===== src/rtl/heading_pkg.sv =====
// Shared types and the quarter-wave sine table for the ship-heading controller.
// The vector helper turns a heading index into the signed (dx, dy) unit-vector components.
package heading_pkg;

  localparam int DIR_BITS_MIN = 2;
  localparam int DIR_BITS_MAX = 6;
  localparam int MAG_BITS_MIN = 1;
  localparam int MAG_BITS_MAX = 8;
  localparam int SINE_ENTRIES = 17;

  typedef enum logic [1:0] {
    ST_IDLE   = 2'd0,
    ST_HOLD   = 2'd1,
    ST_REPEAT = 2'd2
  } heading_state_e;

  // round(255 * sin(k * 90deg / 16)) for k = 0..16
  function automatic int quarter_sine(input int k);
    case (k)
      0:       return 0;
      1:       return 25;
      2:       return 50;
      3:       return 74;
      4:       return 98;
      5:       return 120;
      6:       return 142;
      7:       return 162;
      8:       return 180;
      9:       return 197;
      10:      return 212;
      11:      return 225;
      12:      return 236;
      13:      return 244;
      14:      return 250;
      15:      return 254;
      default: return 255;
    endcase
  endfunction

  // Screen coordinates: x grows right, y grows down, heading 0 points up.
  function automatic int vec_component(input int h, input int dir_bits,
                                       input int mag_bits, input bit want_y);
    int quarter;
    int idx;
    int quad;
    int s_mag;
    int c_mag;
    int x;
    int y;
    quarter = (1 << dir_bits) / 4;
    idx     = (h % quarter) * (16 / quarter);
    quad    = (h / quarter) % 4;
    s_mag   = quarter_sine(idx) >> (8 - mag_bits);
    c_mag   = quarter_sine(16 - idx) >> (8 - mag_bits);
    case (quad)
      0:       begin x =  s_mag; y = -c_mag; end
      1:       begin x =  c_mag; y =  s_mag; end
      2:       begin x = -s_mag; y =  c_mag; end
      default: begin x = -c_mag; y = -s_mag; end
    endcase
    return want_y ? y : x;
  endfunction

endpackage


===== src/rtl/heading_vector_lut.sv =====
// Registered heading -> (dx, dy) lookup; outputs trail the heading index by one cycle.
// Reset loads the vector of the reset heading so outputs are consistent straight out of reset.
module heading_vector_lut
  import heading_pkg::*;
#(
  parameter int DIR_BITS      = 5,
  parameter int MAG_BITS      = 7,
  parameter int RESET_HEADING = 0
) (
  input  logic                       clk_i,
  input  logic                       rst_ni,
  input  logic [DIR_BITS-1:0]        heading_i,
  output logic signed [MAG_BITS:0]   dx_o,
  output logic signed [MAG_BITS:0]   dy_o
);

  localparam int VW = MAG_BITS + 1;
  localparam logic signed [MAG_BITS:0] RST_DX =
    VW'(vec_component(RESET_HEADING, DIR_BITS, MAG_BITS, 1'b0));
  localparam logic signed [MAG_BITS:0] RST_DY =
    VW'(vec_component(RESET_HEADING, DIR_BITS, MAG_BITS, 1'b1));

  logic signed [MAG_BITS:0] dx_d;
  logic signed [MAG_BITS:0] dy_d;
  logic signed [MAG_BITS:0] dx_q;
  logic signed [MAG_BITS:0] dy_q;

  always_comb begin
    dx_d = VW'(vec_component(int'(heading_i), DIR_BITS, MAG_BITS, 1'b0));
    dy_d = VW'(vec_component(int'(heading_i), DIR_BITS, MAG_BITS, 1'b1));
  end

  always_ff @(posedge clk_i or negedge rst_ni) begin
    if (!rst_ni) begin
      dx_q <= RST_DX;
      dy_q <= RST_DY;
    end else begin
      dx_q <= dx_d;
      dy_q <= dy_d;
    end
  end

  assign dx_o = dx_q;
  assign dy_o = dy_q;

endmodule


===== src/rtl/heading_rotator.sv =====
// Ship-heading controller: tick-gated left/right stepping with hold-to-repeat, direct load,
// and a registered unit vector for the position integrator.
module heading_rotator
  import heading_pkg::*;
#(
  parameter int DIR_BITS      = 5,
  parameter int MAG_BITS      = 7,
  parameter int REPEAT_DELAY  = 8,
  parameter int REPEAT_RATE   = 2,
  parameter int RESET_HEADING = 0
) (
  input  logic                      moveClock,
  input  logic                      resetn,
  input  logic                      tick,
  input  logic                      left,
  input  logic                      right,
  input  logic                      load,
  input  logic [DIR_BITS-1:0]       loadHeading,
  output logic [DIR_BITS-1:0]       heading,
  output logic signed [MAG_BITS:0]  dx,
  output logic signed [MAG_BITS:0]  dy,
  output logic                      turned,
  output heading_state_e            dbg_state
);

  localparam int CNT_MAX = (REPEAT_DELAY > REPEAT_RATE) ? REPEAT_DELAY : REPEAT_RATE;
  localparam int CNT_W   = $clog2(CNT_MAX + 1);
  localparam logic [CNT_W-1:0]    CNT_DELAY = CNT_W'(REPEAT_DELAY);
  localparam logic [CNT_W-1:0]    CNT_RATE  = CNT_W'(REPEAT_RATE);
  localparam logic [CNT_W-1:0]    CNT_ONE   = CNT_W'(1);
  localparam logic [DIR_BITS-1:0] HEAD_RST  = DIR_BITS'(RESET_HEADING);

  heading_state_e      state_q;
  heading_state_e      state_d;
  logic [CNT_W-1:0]    cnt_q;
  logic [CNT_W-1:0]    cnt_d;
  logic [DIR_BITS-1:0] heading_q;
  logic [DIR_BITS-1:0] heading_d;
  logic                last_right_q;
  logic                last_right_d;
  logic                turned_q;
  logic                turned_d;
  logic                one_btn;
  logic                step;

  assign one_btn = left ^ right;

  always_comb begin
    state_d      = state_q;
    cnt_d        = cnt_q;
    last_right_d = last_right_q;
    step         = 1'b0;
    if (load) begin
      state_d = ST_IDLE;
      cnt_d   = '0;
    end else if (tick) begin
      if (!one_btn) begin
        state_d = ST_IDLE;
        cnt_d   = '0;
      end else begin
        case (state_q)
          ST_IDLE: begin
            step    = 1'b1;
            state_d = ST_HOLD;
            cnt_d   = CNT_DELAY;
          end
          // A direction reversal restarts the hold delay with an immediate step.
          ST_HOLD, ST_REPEAT: begin
            if (right != last_right_q) begin
              step    = 1'b1;
              state_d = ST_HOLD;
              cnt_d   = CNT_DELAY;
            end else if (cnt_q == CNT_ONE) begin
              step    = 1'b1;
              state_d = ST_REPEAT;
              cnt_d   = CNT_RATE;
            end else begin
              cnt_d = cnt_q - CNT_ONE;
            end
          end
          default: begin
            state_d = ST_IDLE;
            cnt_d   = '0;
          end
        endcase
      end
    end

    turned_d = step;
    if (step) begin
      last_right_d = right;
    end

    if (load) begin
      heading_d = loadHeading;
    end else if (step) begin
      heading_d = right ? (heading_q + DIR_BITS'(1)) : (heading_q - DIR_BITS'(1));
    end else begin
      heading_d = heading_q;
    end
  end

  always_ff @(posedge moveClock or negedge resetn) begin
    if (!resetn) begin
      state_q      <= ST_IDLE;
      cnt_q        <= '0;
      heading_q    <= HEAD_RST;
      last_right_q <= 1'b0;
      turned_q     <= 1'b0;
    end else begin
      state_q      <= state_d;
      cnt_q        <= cnt_d;
      heading_q    <= heading_d;
      last_right_q <= last_right_d;
      turned_q     <= turned_d;
    end
  end

  heading_vector_lut #(
    .DIR_BITS      (DIR_BITS),
    .MAG_BITS      (MAG_BITS),
    .RESET_HEADING (RESET_HEADING)
  ) u_vec (
    .clk_i     (moveClock),
    .rst_ni    (resetn),
    .heading_i (heading_q),
    .dx_o      (dx),
    .dy_o      (dy)
  );

  assign heading   = heading_q;
  assign turned    = turned_q;
  assign dbg_state = state_q;

endmodule

===== config.mk =====
export PLATFORM = sky130hd
export DESIGN_NAME = heading_rotator
export DESIGN_NICKNAME = d
export VERILOG_FILES = /design/src/rtl/heading_pkg.sv /design/src/rtl/heading_vector_lut.sv /design/src/rtl/heading_rotator.sv
export SDC_FILE = /design/constraint.sdc
export NUM_CORES = 1
export LEC_CHECK = 0
export CAP_MARGIN = 20
export CELL_PAD_IN_SITES_DETAIL_PLACEMENT = 0
export CELL_PAD_IN_SITES_GLOBAL_PLACEMENT = 1
export CORE_UTILIZATION = 37
export DETAILED_ROUTE_END_ITERATION = 10
export PLACE_DENSITY = 0.77
export REMOVE_ABC_BUFFERS = 1
export SYNTH_ARGS = -nofsm -noshare
export SYNTH_HDL_FRONTEND = slang
export SYNTH_HIERARCHICAL = 1
export SYNTH_SLANG_ARGS = --single-unit

===== constraint.sdc =====
create_clock -name moveClock -period 2.33 [get_ports moveClock]
set_input_delay 0.466 -clock moveClock [delete_from_list [all_inputs] [get_ports moveClock]]
set_output_delay 0.466 -clock moveClock [all_outputs]
set_load 0.1 [all_outputs]

# ---- Yosys cells after proc, flatten, opt, wreduce, memory -nomap -nowiden
# Memories as Yosys holds them, arrays and structs flattened.
# Index checks and enable logic that the tools add are counted.
dict set report totals {
  ff_bits 29
  mem_bits_ro 512
  inputBits 11
  n_memories 4
}
dict set report classes {
  n_addsub 8
  n_eq_ne 7
  muxes 25
  bitwise 1
  reduce_logical 7
}
# memory words word_bits read_ports rd_ports_with_merged_regs write_ports line_no
set mem_list {}
lappend mem_list {{(name not given)} 16 8 1 0 0 heading_pkg.sv:19} ;# case (k)
lappend mem_list {{(name not given)} 16 8 1 0 0 heading_pkg.sv:19}
lappend mem_list {{(name not given)} 16 8 1 0 0 heading_pkg.sv:19}
lappend mem_list {{(name not given)} 16 8 1 0 0 heading_pkg.sv:19}
# operator n
set op_table {}
lappend op_table {{case mux 8 bit (3 select lines)} 2}
lappend op_table {{zero test 32 bit} 1}
lappend op_table {{negation 8 bit} 4}
lappend op_table {{zero test 28 bit} 1}
lappend op_table {{two-way mux 4 bit} 5}
lappend op_table {{two-way mux 9 bit} 2}
lappend op_table {{two-way mux 5 bit} 3}
lappend op_table {{two-way mux 2 bit} 5}
lappend op_table {{case mux 4 bit (2 select lines)} 1}
lappend op_table {{subtractor 5 x 4 -> 6 bit, first input constant} 1}
lappend op_table {{adder 5 x 1 -> 5 bit, second input constant} 1}
lappend op_table {{two-way mux 1 bit} 5}
lappend op_table {{!= test 5 bit, second input constant} 1}
lappend op_table {{subtractor 5 x 1 -> 5 bit, second input constant} 1}
lappend op_table {{== test 2 x 1 -> 1 bit, second input constant} 2}
lappend op_table {{== test 2 bit, second input constant} 2}
lappend op_table {{== test 4 x 1 -> 1 bit, second input constant} 1}
lappend op_table {{case mux 2 bit (2 select lines)} 1}
lappend op_table {{nonzero test 2 bit} 2}
lappend op_table {{subtractor 4 x 1 -> 4 bit, second input constant} 1}
lappend op_table {{zero test 2 bit} 1}
lappend op_table {{case mux 1 bit (2 select lines)} 1}
lappend op_table {{AND reduction 2 bit} 1}
lappend op_table {{OR reduction 2 bit} 1}
lappend op_table {{2 further kinds} 2}

# ---- Longest topological paths before layout
# Gate-level depths: netlist (run 1).
dict set report logic_depth {
  ltp_word 9
  depth_mapped 12
  mapped_depth_nobuf 10
}

# ---- Hierarchy
# The synthesis (run 1) kept the hierarchy.
# module instances cells_per_inst area_each_um2 seq_area_each_um2
set modules_own_cells {}
lappend modules_own_cells {heading_vector_lut 1 152 1393.8 402.9}
lappend modules_own_cells {heading_rotator 1 93 883.3 325.3}

# ---- Least setup slack after synthesis (run 1)
# OpenSTA, ideal clock, no wires.
dict set report synth_path {
  path_kind {register to register}
  from {register heading_q[2] (netlist: heading[2])}
  to {register u_vec.dx_q[4] (netlist: u_vec/dx_o[4])}
  t_arrival_ps 2759
  slack_ps -571
  path_stages_with_launch 13
  n_path_buf 2
  cell_sequence {dfrtp_1 -> buf_6 -> buf_4 -> inv_1 -> ha_1 -> or2b_4 -> nand2b_1 -> inv_1 -> ha_1 -> nand2_1 -> o211a_1 -> o311ai_0 -> o211ai_1}
}
dict set report synth_between {
  elab_chain_cells 5
  word_cells_on_any_way 8
}
# item line_no
set synth_lines {}
lappend synth_lines {{start: declaration} heading_rotator.sv:37} ;# logic [DIR_BITS-1:0] heading_q;
lappend synth_lines {{start signal: assignment} heading_rotator.sv:113} ;# heading_q <= heading_d;
lappend synth_lines {{subtractor 5 x 4 -> 6 bit} heading_pkg.sv:54} ;# c_mag = quarter_sine(16 - idx) >> (8 - mag_bits);
lappend synth_lines {{memory (16 x 8 bit) / zero test 28 bit (equally long branches)} --}
lappend synth_lines {{two-way mux 9 bit} heading_pkg.sv:19}
lappend synth_lines {{negation 8 bit} --}
lappend synth_lines {{case mux 8 bit (3 select lines) (*)} heading_pkg.sv:55} ;# case (quad)
lappend synth_lines {{named net u_vec.dx_d[4]} heading_vector_lut.sv:23} ;# logic signed [MAG_BITS:0] dx_d;
lappend synth_lines {{end signal: assignment} heading_vector_lut.sv:35} ;# dx_q <= RST_DX;
lappend synth_lines {{end signal: assignment} heading_vector_lut.sv:38} ;# dx_q <= dx_d;
lappend synth_lines {{end: declaration} heading_vector_lut.sv:25} ;# logic signed [MAG_BITS:0] dx_q;
# The timed path passes the listed nets; every way through them passes the cells marked *.
# A chain may end at the register's enable or synchronous reset.

# ---- Worst setup path in the final report (run 1)
dict set report layout_path {
  from {input port right}
  to {register heading_q[4] (netlist: heading[4])}
}
dict set report layout_between {
  elab_chain_cells 7
  word_cells_on_any_way 11
}
# item line_no
set layout_lines {}
lappend layout_lines {{start: declaration} heading_rotator.sv:16} ;# input logic right,
lappend layout_lines {{!= test 1 bit} heading_rotator.sv:69} ;# if (right != last_right_q) begin
lappend layout_lines {{two-way mux 1 bit} heading_rotator.sv:69}
lappend layout_lines {{case mux 1 bit (2 select lines)} heading_rotator.sv:61} ;# case (state_q)
lappend layout_lines {{two-way mux 1 bit} heading_rotator.sv:57} ;# if (!one_btn) begin
lappend layout_lines {{two-way mux 1 bit} heading_rotator.sv:56} ;# end else if (tick) begin
lappend layout_lines {{two-way mux 1 bit} heading_rotator.sv:53} ;# if (load) begin
lappend layout_lines {{nonzero test 2 bit (no source line)} --}
# Parallel ways exist; a longest one is shown, timed or not. The select of a mux whose other input is x is not followed.

==> results of run 1 <==
-- cells in the final DEF (no fill, tap or decap), drive strengths merged, types with 3 or more instances in the layout --
cell / Yosys / routed
ha: 18 / 18
o21ai: 20 / 20
nand2b: 6 / 6
o31a: 3 / 3
buf: 5 / 49
clkbuf: 5 / 7
xnor2: 6 / 6
xor2: 3 / 3
clkinv: 2 / 3
mux4: 3 / 3
inv: 12 / 12
a211oi: 3 / 3
nor3: 11 / 11
a21o: 5 / 5
a21oi: 13 / 13
or3: 3 / 3
nor2: 15 / 15
clkdlybuf4s50: 0 / 10
o22ai: 3 / 3
mux2: 5 / 5
mux2i: 4 / 4
o211ai: 6 / 6
nand3b: 3 / 3
nand2: 23 / 23
nand3: 4 / 4
dfrtp: 27 / 27
nor2b: 3 / 3
-- where the power goes --
part | switching, mW | leakage [nW] | internal, mW | total (mW)
combinational | 1.38 | 0.899 | 0.603 | 1.99
sequential | 0.0520 | 0.352 | 0.632 | 0.684
clock | 0.197 | 0.0542 | 0.267 | 0.464
total | 1.63 | 1.31 | 1.50 | 3.14
-- flip-flops by register name, summed over array words and instances (netlist names) --
signal	flops
last_right_q	1
turned	1
heading	5
dbg_state	2
cnt_q	4
u_vec/dx_o	8
u_vec/dy_o	8
-- cells by family (layout without fill, tap and decap cells) --
kind of cell / Yosys count / after routing
muxes: 12 / 12
DFF: 29 / 29
xor gates and xnor gates: 9 / 9
and+or+nand+nor: 81 / 81
AOI/OAI and AO/OA: 71 / 71
buffers and inverters: 24 / 81
adders and majority gates: 19 / 19
-- critical path: cells and delay by family --
family / cells / cell delay, ps
compound gates: 3 / 670
buf+inv: 1 / 470
fa+ha+maj: 1 / 450
xor+xnor: 1 / 110
simple gates: 1 / 150
-- routing by layer --
layer | share of wire (%) | vias to the layer above
met3 | 3.0 | 8
met4 | 1.3 | 0
li1 | - | 1005
met5 | 0 | -
met1 | 48 | 941
met2 | 48 | 33
-- layout make-up --
class                      count  area share (%)
inverter                      14            1.77
timing repair buffer          59            18.7
clock inverter                 1           0.169
multi-input combinational    192            48.3
sequential                    29            24.6
clock buffer                   7            3.25
tap                           75            3.16
-- final timing paths --
kind                       slack, ps             to  cells after the start
setup / recovery                 180     heading[4]                      7
hold / removal                   530       cnt_q[1]                      2
setup reg to reg                 190  u_vec/dy_o[4]                      9
hold reg to reg                  530       cnt_q[1]                      2
max in group asynchronous       1450  u_vec/dy_o[0]                      2
min in group asynchronous        570  u_vec/dx_o[3]                      2
==> results.cfg, run 1 <==
[synthesis]
synthTopCellsByArea = dfrtp_1 30%, ha_1 9.9%, o21ai_0 4.2%, nand2_1 3.8%, mux4_2 3.0%
synth_top_cell_area_share_pct = 29.7
syn-instance-count = 245
synth_most_common_cell = dfrtp_1
yosysTopAreaCell = dfrtp_1
syn_area_um2 = 2280
synthMuxAreaShare_pct = 7.36
yosys.area_share.adder_pct = 10.8
ys_seq_area_share_pct = 32.0
synthArstFlopShare_pct = 100
synth_top_family_by_area = compound AO/OA/AOI/OAI gates
synth-compound-area-share_pct = 21.3
synth_top_flop_cell = dfrtp_1
synth_common_cells = 27 x dfrtp_1, 23 x nand2_1, 19 x o21ai_0, 18 x ha_1, 14 x nor2_1
synthSimpleGateAreaFrac_pct = 19.7
synth_edf_count = 0
ys_seq_elements = 29
syn_area_per_cell_um2 = 9.29
synth_warnings = 6
synthXorXnorAreaFrac_pct = 3.79
synth_cell_types = 63

[timing]
slew_violations = 0
relSlewSlack_pct = 61.3
min_period_ps = 2150
rsz0062_at_grt = no
final-setup-viol-count = 0
hold_viol = 0
worst_pin_slew_ps = 576
fin_tns_setup_ps = 0
finalClockSkew_ps = 3.35
timing.final.crit_share_pct = 92.2
holdWs_ps = 530
max_freq_mhz = 466
layout_setup_ws_ps = 183

[detailed_routing]
wl_per_cell_um = 14.2
dr_total_vias = 1987
avgViaCountPerCell = 5.27
wl_um = 5340
first_pass_iters = 4
route.detailed.drc = 0
drt_iter0_markers = 78
antenna_left = 0

[finish]
fin_util_pct = 50.1
multiInputGateArea_um2 = 1430
fin_cells = 377
seqCellArea_um2 = 729
design_area_um2 = 2970
area.growth.synth_to_final_pct = 30.3
fin_nets = 331
layout-drive-gt1-share_pct = 26.8
diodes = 0
fillers = 580

[pwr]
finalPower_mw = 3.14
p_leak_nw = 1.31
ir_drop_uv = 602
p_per_area_nw_per_um2 = 1060

[global_route]
grt_pass1_vias = 1950
grt_max_degree = 30
grt_overflow = 0
grtUsageMet1_pct = 24.0
grtUsageTotal_pct = 18.3
grt_use_met2_pct = 30.8
grt_first_pass_wirelength_um = 9110
grt_use_met3_pct = 2.39
antenna_found_initial = 0
top_usage_layer = met2

[flow_run]
cap_violations = 0

[floorplanning]
dieArea_um2 = 6470
die_w_um = 80.5
initial_core_util_pct = 38.5
die_h_um = 80.5
io-pin-count = 35
core_um2 = 5920
num_rows = 28

[cts]
cts_buffers = 5
cts.clk_slew.worst_paths_ps = 70
htree_num_levels = 2
cts_hold_buf = 0
post_cts_buffers = 0
cts.path.max_buffers = 2
cts_root_buf = clkbuf_8
cts_resized = 0
cts.sinks = 29
cts_tree = yes
insertion_delay_ps = 280

[place]
port_buffers = 34
place_congestion = 0.831
placed_area_um2 = 2860
dp_hpwl_um = 4000
post-place-ws_ps = -122
dp_cells = 369

[worst_hold_path]
hp-start = cnt_q[1]
worstHoldPathType = register to register

[setup_path]
end_kind = register
crit_chain = clkdlybuf4s50_1 > fa_1 > nand2b_1 > a21oi_1 > xnor2_1 > o31a_1 > o31a_1
slowest_delay_ps = 470
arrival_ps = 2320
crit_required_ps = 2500
cpMostUsedCell = o31a_1
critPathKind = primary input to register
path_max_fanout = 3
reg2reg_from = heading[1]
startpoint = right
cp_slowest_cell = clkdlybuf4s50_1
crit_path_start_kind = primary input

[outcome]
status = completed
Note: power is estimated with default switching activity, not from simulation.
==> run 2, diff against run 1 <==
--- a/config.mk
+++ b/config.mk
@@ -8,11 +8,10 @@
 export CAP_MARGIN = 20
 export CELL_PAD_IN_SITES_DETAIL_PLACEMENT = 0
 export CELL_PAD_IN_SITES_GLOBAL_PLACEMENT = 1
-export CORE_UTILIZATION = 37
+export CORE_UTILIZATION = 38
 export DETAILED_ROUTE_END_ITERATION = 10
-export PLACE_DENSITY = 0.77
+export PLACE_DENSITY = 0.78
 export REMOVE_ABC_BUFFERS = 1
 export SYNTH_ARGS = -nofsm -noshare
 export SYNTH_HDL_FRONTEND = slang
-export SYNTH_HIERARCHICAL = 1
 export SYNTH_SLANG_ARGS = --single-unit
==> results.cfg, run 2 <==
[outcome]
status = completed

[timing]
rsz0062_at_grt = no
finalClockSkew_ps = 8.40
holdWs_ps = 528
max_freq_mhz = 459
timing.final.crit_share_pct = 93.6
relSlewSlack_pct = 63.8
layout_setup_ws_ps = 149
slew_violations = 0
hold_viol = 0
min_period_ps = 2180
final-setup-viol-count = 0
fin_tns_setup_ps = 0
worst_pin_slew_ps = 542

[setup_path]
crit_required_ps = 2490
path_max_fanout = 3
end_kind = register
critPathKind = primary input to register
crit_path_start_kind = primary input
arrival_ps = 2340

[pwr]
p_per_area_nw_per_um2 = 1120
p_leak_nw = 1.40
ir_drop_uv = 898

[synthesis]
synthTopCellsByArea = dfrtp_1 28%, ha_1 9.9%, o21ai_0 4.4%, a21oi_1 3.8%, nand2_1 3.3%
syn_area_um2 = 2400
synth_warnings = 0
ys_seq_area_share_pct = 30.3
synth_most_common_cell = dfrtp_1
syn-instance-count = 269
synthArstFlopShare_pct = 100
yosys.area_share.adder_pct = 10.7
synthMuxAreaShare_pct = 6.41
synth_common_cells = 27 x dfrtp_1, 21 x nand2_1, 21 x o21ai_0, 19 x ha_1, 18 x a21oi_1
synth-compound-area-share_pct = 22.6
synth_top_flop_cell = dfrtp_1
synth_cell_types = 66
synth_edf_count = 0
synthXorXnorAreaFrac_pct = 4.33
syn_area_per_cell_um2 = 8.92
synth_top_family_by_area = compound AO/OA/AOI/OAI gates
ys_seq_elements = 29
synth_top_cell_area_share_pct = 28.2
synthSimpleGateAreaFrac_pct = 20.0
yosysTopAreaCell = dfrtp_1

[flow_run]
cap_violations = 0

[cts]
cts_hold_buf = 0
cts_tree = yes
cts.path.max_buffers = 2
cts_buffers = 5
cts.sinks = 29
cts_root_buf = clkbuf_8
insertion_delay_ps = 280
htree_num_levels = 2
cts.clk_slew.worst_paths_ps = 60

[place]
dp_hpwl_um = 4370
post-place-ws_ps = -189
port_buffers = 34
placed_area_um2 = 3010
place_congestion = 0.850

[global_route]
grt_pass1_vias = 2076
grt_max_degree = 30
grt_overflow = 0
grt_first_pass_wirelength_um = 10100
grtUsageTotal_pct = 20.2
antenna_found_initial = 0

[detailed_routing]
wl_per_cell_um = 14.7
route.detailed.drc = 0
antenna_left = 0
wl_um = 5900
first_pass_iters = 4
avgViaCountPerCell = 5.42
drt_iter0_markers = 68
dr_total_vias = 2180

[finish]
fin_nets = 357
fillers = 558
diodes = 0
area.growth.synth_to_final_pct = 29.6
layout_commonest_cell = buf_4
design_area_um2 = 3110
mostFrequentLayoutCells = 49 x buf_4, 25 x dfrtp_1, 21 x nand2_1
layout-drive-gt1-share_pct = 26.6

[floorplanning]
num_rows = 28
die_h_um = 81.5
dieArea_um2 = 6640
initial_core_util_pct = 40.1
io-pin-count = 35
core_um2 = 5990
die_w_um = 81.5

[worst_hold_path]
worstHoldPathType = register to register
run 2: cell count changes in the layout (fill, tap and decap cells not counted), sizes merged, moves of 3 or more:
| cell | before | now |
|---|---|---|
| a21oi | 13 | 18 |
| or3 | 3 | 6 |
| o2bb2ai | 0 | 3 |
| o21ai | 20 | 24 |
| inv | 12 | 15 |
| and3 | 2 | 5 |
| o211ai | 6 | 2 |
| buf | 49 | 55 |
run 2: layout make-up:
class                      count  area [µm²]  share of cell area, %
clock buffer                   8        90.1                   2.90
inverter                      16        60.1                   1.93
multi-input combinational    209        1550                   49.8
sequential                    29         731                   23.5
tap                           75        93.8                   3.02
timing repair buffer          65         588                   18.9
run 2: worst paths after layout:
| path | from | endpoint | slack (ps) | cells past startpoint |
|---|---|---|---|---|
| setup reg to reg | heading[0] | u_vec.dy_o[6] | 150 | 8 |
| hold / removal | cnt_q[1] | cnt_q[1] | 530 | 2 |
| hold reg to reg | cnt_q[1] | cnt_q[1] | 530 | 2 |
| min in group asynchronous | resetn | heading[3] | 570 | 2 |
| max in group asynchronous | resetn | u_vec.dy_o[7] | 1430 | 2 |
| setup / recovery | right | heading[4] | 150 | 7 |
run 2: power by group:
group,internal [mW],switching (mW),total [mW]
Clock,0.240,0.189,0.430
Sequential,0.658,0.0859,0.744
Combinational,0.688,1.64,2.32
Total,1.59,1.91,3.50
run 2: metal layers:
layer  vias to the layer above  share of wire [%]  routed length, µm  GRT usage [%]
li1                       1083                  -                  -              -
met1                      1038                 50               2930           27.8
met2                        52                 45               2650           31.9
met3                         7                3.7                217           3.11
met4                         0                1.6                 97           7.32
met5                         -                  0                  0              0
run 2: worst max-delay path: stages:
cell and delay (ps):
clkdlybuf4s50_1 470, fa_1 460, nor2b_1 140, o21ai_1 80, and3_1 190, o21a_1 160
or3_1 360
run 2: logic make-up (layout without fill, tap and decap cells):
kind of cell / after synthesis / in the layout
xor gates and xnor gates: 11 / 11
DFF: 29 / 29
adders and majority gates: 20 / 20
muxes: 12 / 12
AOI/OAI and AO/OA: 80 / 80
buffers and inverters: 31 / 89
and+or+nand+nor: 86 / 86
run 2: through the flow:
step,util [%],total power [mW],instances
6_report,51.9,3.50,402
5_1_grt,51.9,3.70,402
4_1_cts,51.7,3.51,402
3_5_place_dp,50.2,3.06,394
3_3_place_gp,50.2,3.04,394
2_1_floorplan,-,2.45,254
run 2: what timing repair did:
action                                  in CTS  in global routing
resized for setup                            0                  6
setup buffers                                0                  0
endpoints found under the setup margin       0                  9
==> run 3, diff against run 2 <==
--- a/config.mk
+++ b/config.mk
@@ -11,6 +11,7 @@
 export CORE_UTILIZATION = 38
 export DETAILED_ROUTE_END_ITERATION = 10
 export PLACE_DENSITY = 0.78
+export RECOVER_POWER = 100
 export REMOVE_ABC_BUFFERS = 1
 export SYNTH_ARGS = -nofsm -noshare
 export SYNTH_HDL_FRONTEND = slang
==> results.cfg, run 3 (synthesis gave the netlist of run 2 again) <==
[cts]
cts_buffers = 5
cts.path.max_buffers = 2
cts_root_buf = clkbuf_8
cts.clk_slew.worst_paths_ps = 60
cts_tree = yes
post_cts_buffers = 0
htree_num_levels = 2
insertion_delay_ps = 280
cts.sinks = 29

[setup_path]
end_kind = register
reg2reg_depth = 8
crit_required_ps = 2490
reg2reg_from = heading[0]
path_max_fanout = 3
critPathKind = primary input to register
startpoint = right
arrival_ps = 2350
crit_path_start_kind = primary input

[global_route]
grt_max_degree = 30
grtUsageTotal_pct = 20.2
grt_pass1_vias = 2076
antenna_found_initial = 0
grt_overflow = 0
grt_first_pass_wirelength_um = 10100
grt_use_met3_pct = 3.11
top_usage_layer = met2
grtUsageMet1_pct = 27.8
grt_use_met2_pct = 31.9

[floorplanning]
die_w_um = 81.5
io-pin-count = 35
die_h_um = 81.5
initial_core_util_pct = 40.1
num_rows = 28
dieArea_um2 = 6640
core_um2 = 5990

[timing]
hold_viol = 0
timing.final.crit_share_pct = 93.7
worst_pin_slew_ps = 1170
relSlewSlack_pct = 22.3
slew_violations = 0
finalClockSkew_ps = 9.59
max_freq_mhz = 458
final-setup-viol-count = 0
rsz0062_at_grt = no
holdWs_ps = 528
min_period_ps = 2180

[detailed_routing]
drt_iter0_markers = 85
wl_um = 5940
first_pass_iters = 4
avgViaCountPerCell = 5.39
route.detailed.drc = 0
wl_per_cell_um = 14.8
dr_total_vias = 2167
antenna_left = 0

[finish]
fin_nets = 357
layout-drive-gt1-share_pct = 20.5
diodes = 0
layout_commonest_cell = dfrtp_1
fillers = 578
area.growth.synth_to_final_pct = 24.8
mostFrequentLayoutCells = 25 x dfrtp_1, 21 x nand2_1, 21 x buf_4

[worst_hold_path]
hold_path_depth = 2
hp-start = cnt_q[1]
worstHoldPathType = register to register

[pwr]
ir_drop_uv = 797
p_leak_nw = 1.33
finalPower_mw = 3.35
p_per_area_nw_per_um2 = 1120

[place]
port_buffers = 34
place_congestion = 0.850
dp_hpwl_um = 4370

[outcome]
status = completed

[flow_run]
cap_violations = 0
-- run 3: metal layers --
metal | vias to the layer above | part of all wire (%)
met5 | - | 0
met4 | 0 | 1.6
met3 | 7 | 3.4
met2 | 45 | 46
met1 | 1032 | 49
li1 | 1083 | -
-- run 3: worst paths after layout --
path / end / slack, ps
worst max-delay path: heading[4] / 150
worst min-delay path: cnt_q[1] / 530
worst max register to register: u_vec.dy_o[6] / 170
worst min register to register: cnt_q[1] / 530
max in group asynchronous: heading[1] / 1000
min in group asynchronous: heading[3] / 790
-- run 3: where the power goes --
group / leakage, nW / switching (mW) / internal (mW)
clock network: 0.0455 / 0.189 / 0.240
logic: 0.933 / 1.63 / 0.552
registers: 0.347 / 0.0810 / 0.658
total: 1.33 / 1.90 / 1.45
-- run 3: cell type report --
type,count,area (µm²),share of cell area (%)
Clock buffer,8,90.1,3.01
Inverter,16,60.1,2.01
Tap cell,75,93.8,3.13
Multi-Input combinational cell,209,1530,51.0
Sequential cell,29,731,24.4
Timing Repair Buffer,65,492,16.4
-- run 3: stage by stage --
step,area (µm²),instances,setup slack [ps],utilization (%),TNS (ps)
after detailed placement,3010,394,-189,50.2,-225
after global routing,3000,402,13.7,50.0,0
after CTS,3100,402,85.0,51.7,0
after global placement,3010,394,-139,50.2,-139
after floorplan,2330,254,-902,-,-12010
final,3000,402,147,50.0,0
-- run 3: repair_timing --
action	in CTS	in global routing
gates resized for setup	0	6
hold buffers	0	0
endpoints found under the setup margin	0	9
-- run 3: worst max-delay path, cell delays in order --
cell	delay [ps]
clkdlybuf4s50_1	470
fa_1	460
nor2b_1	140
o21ai_1	80
and3_1	190
o21a_1	160
or3_1	360
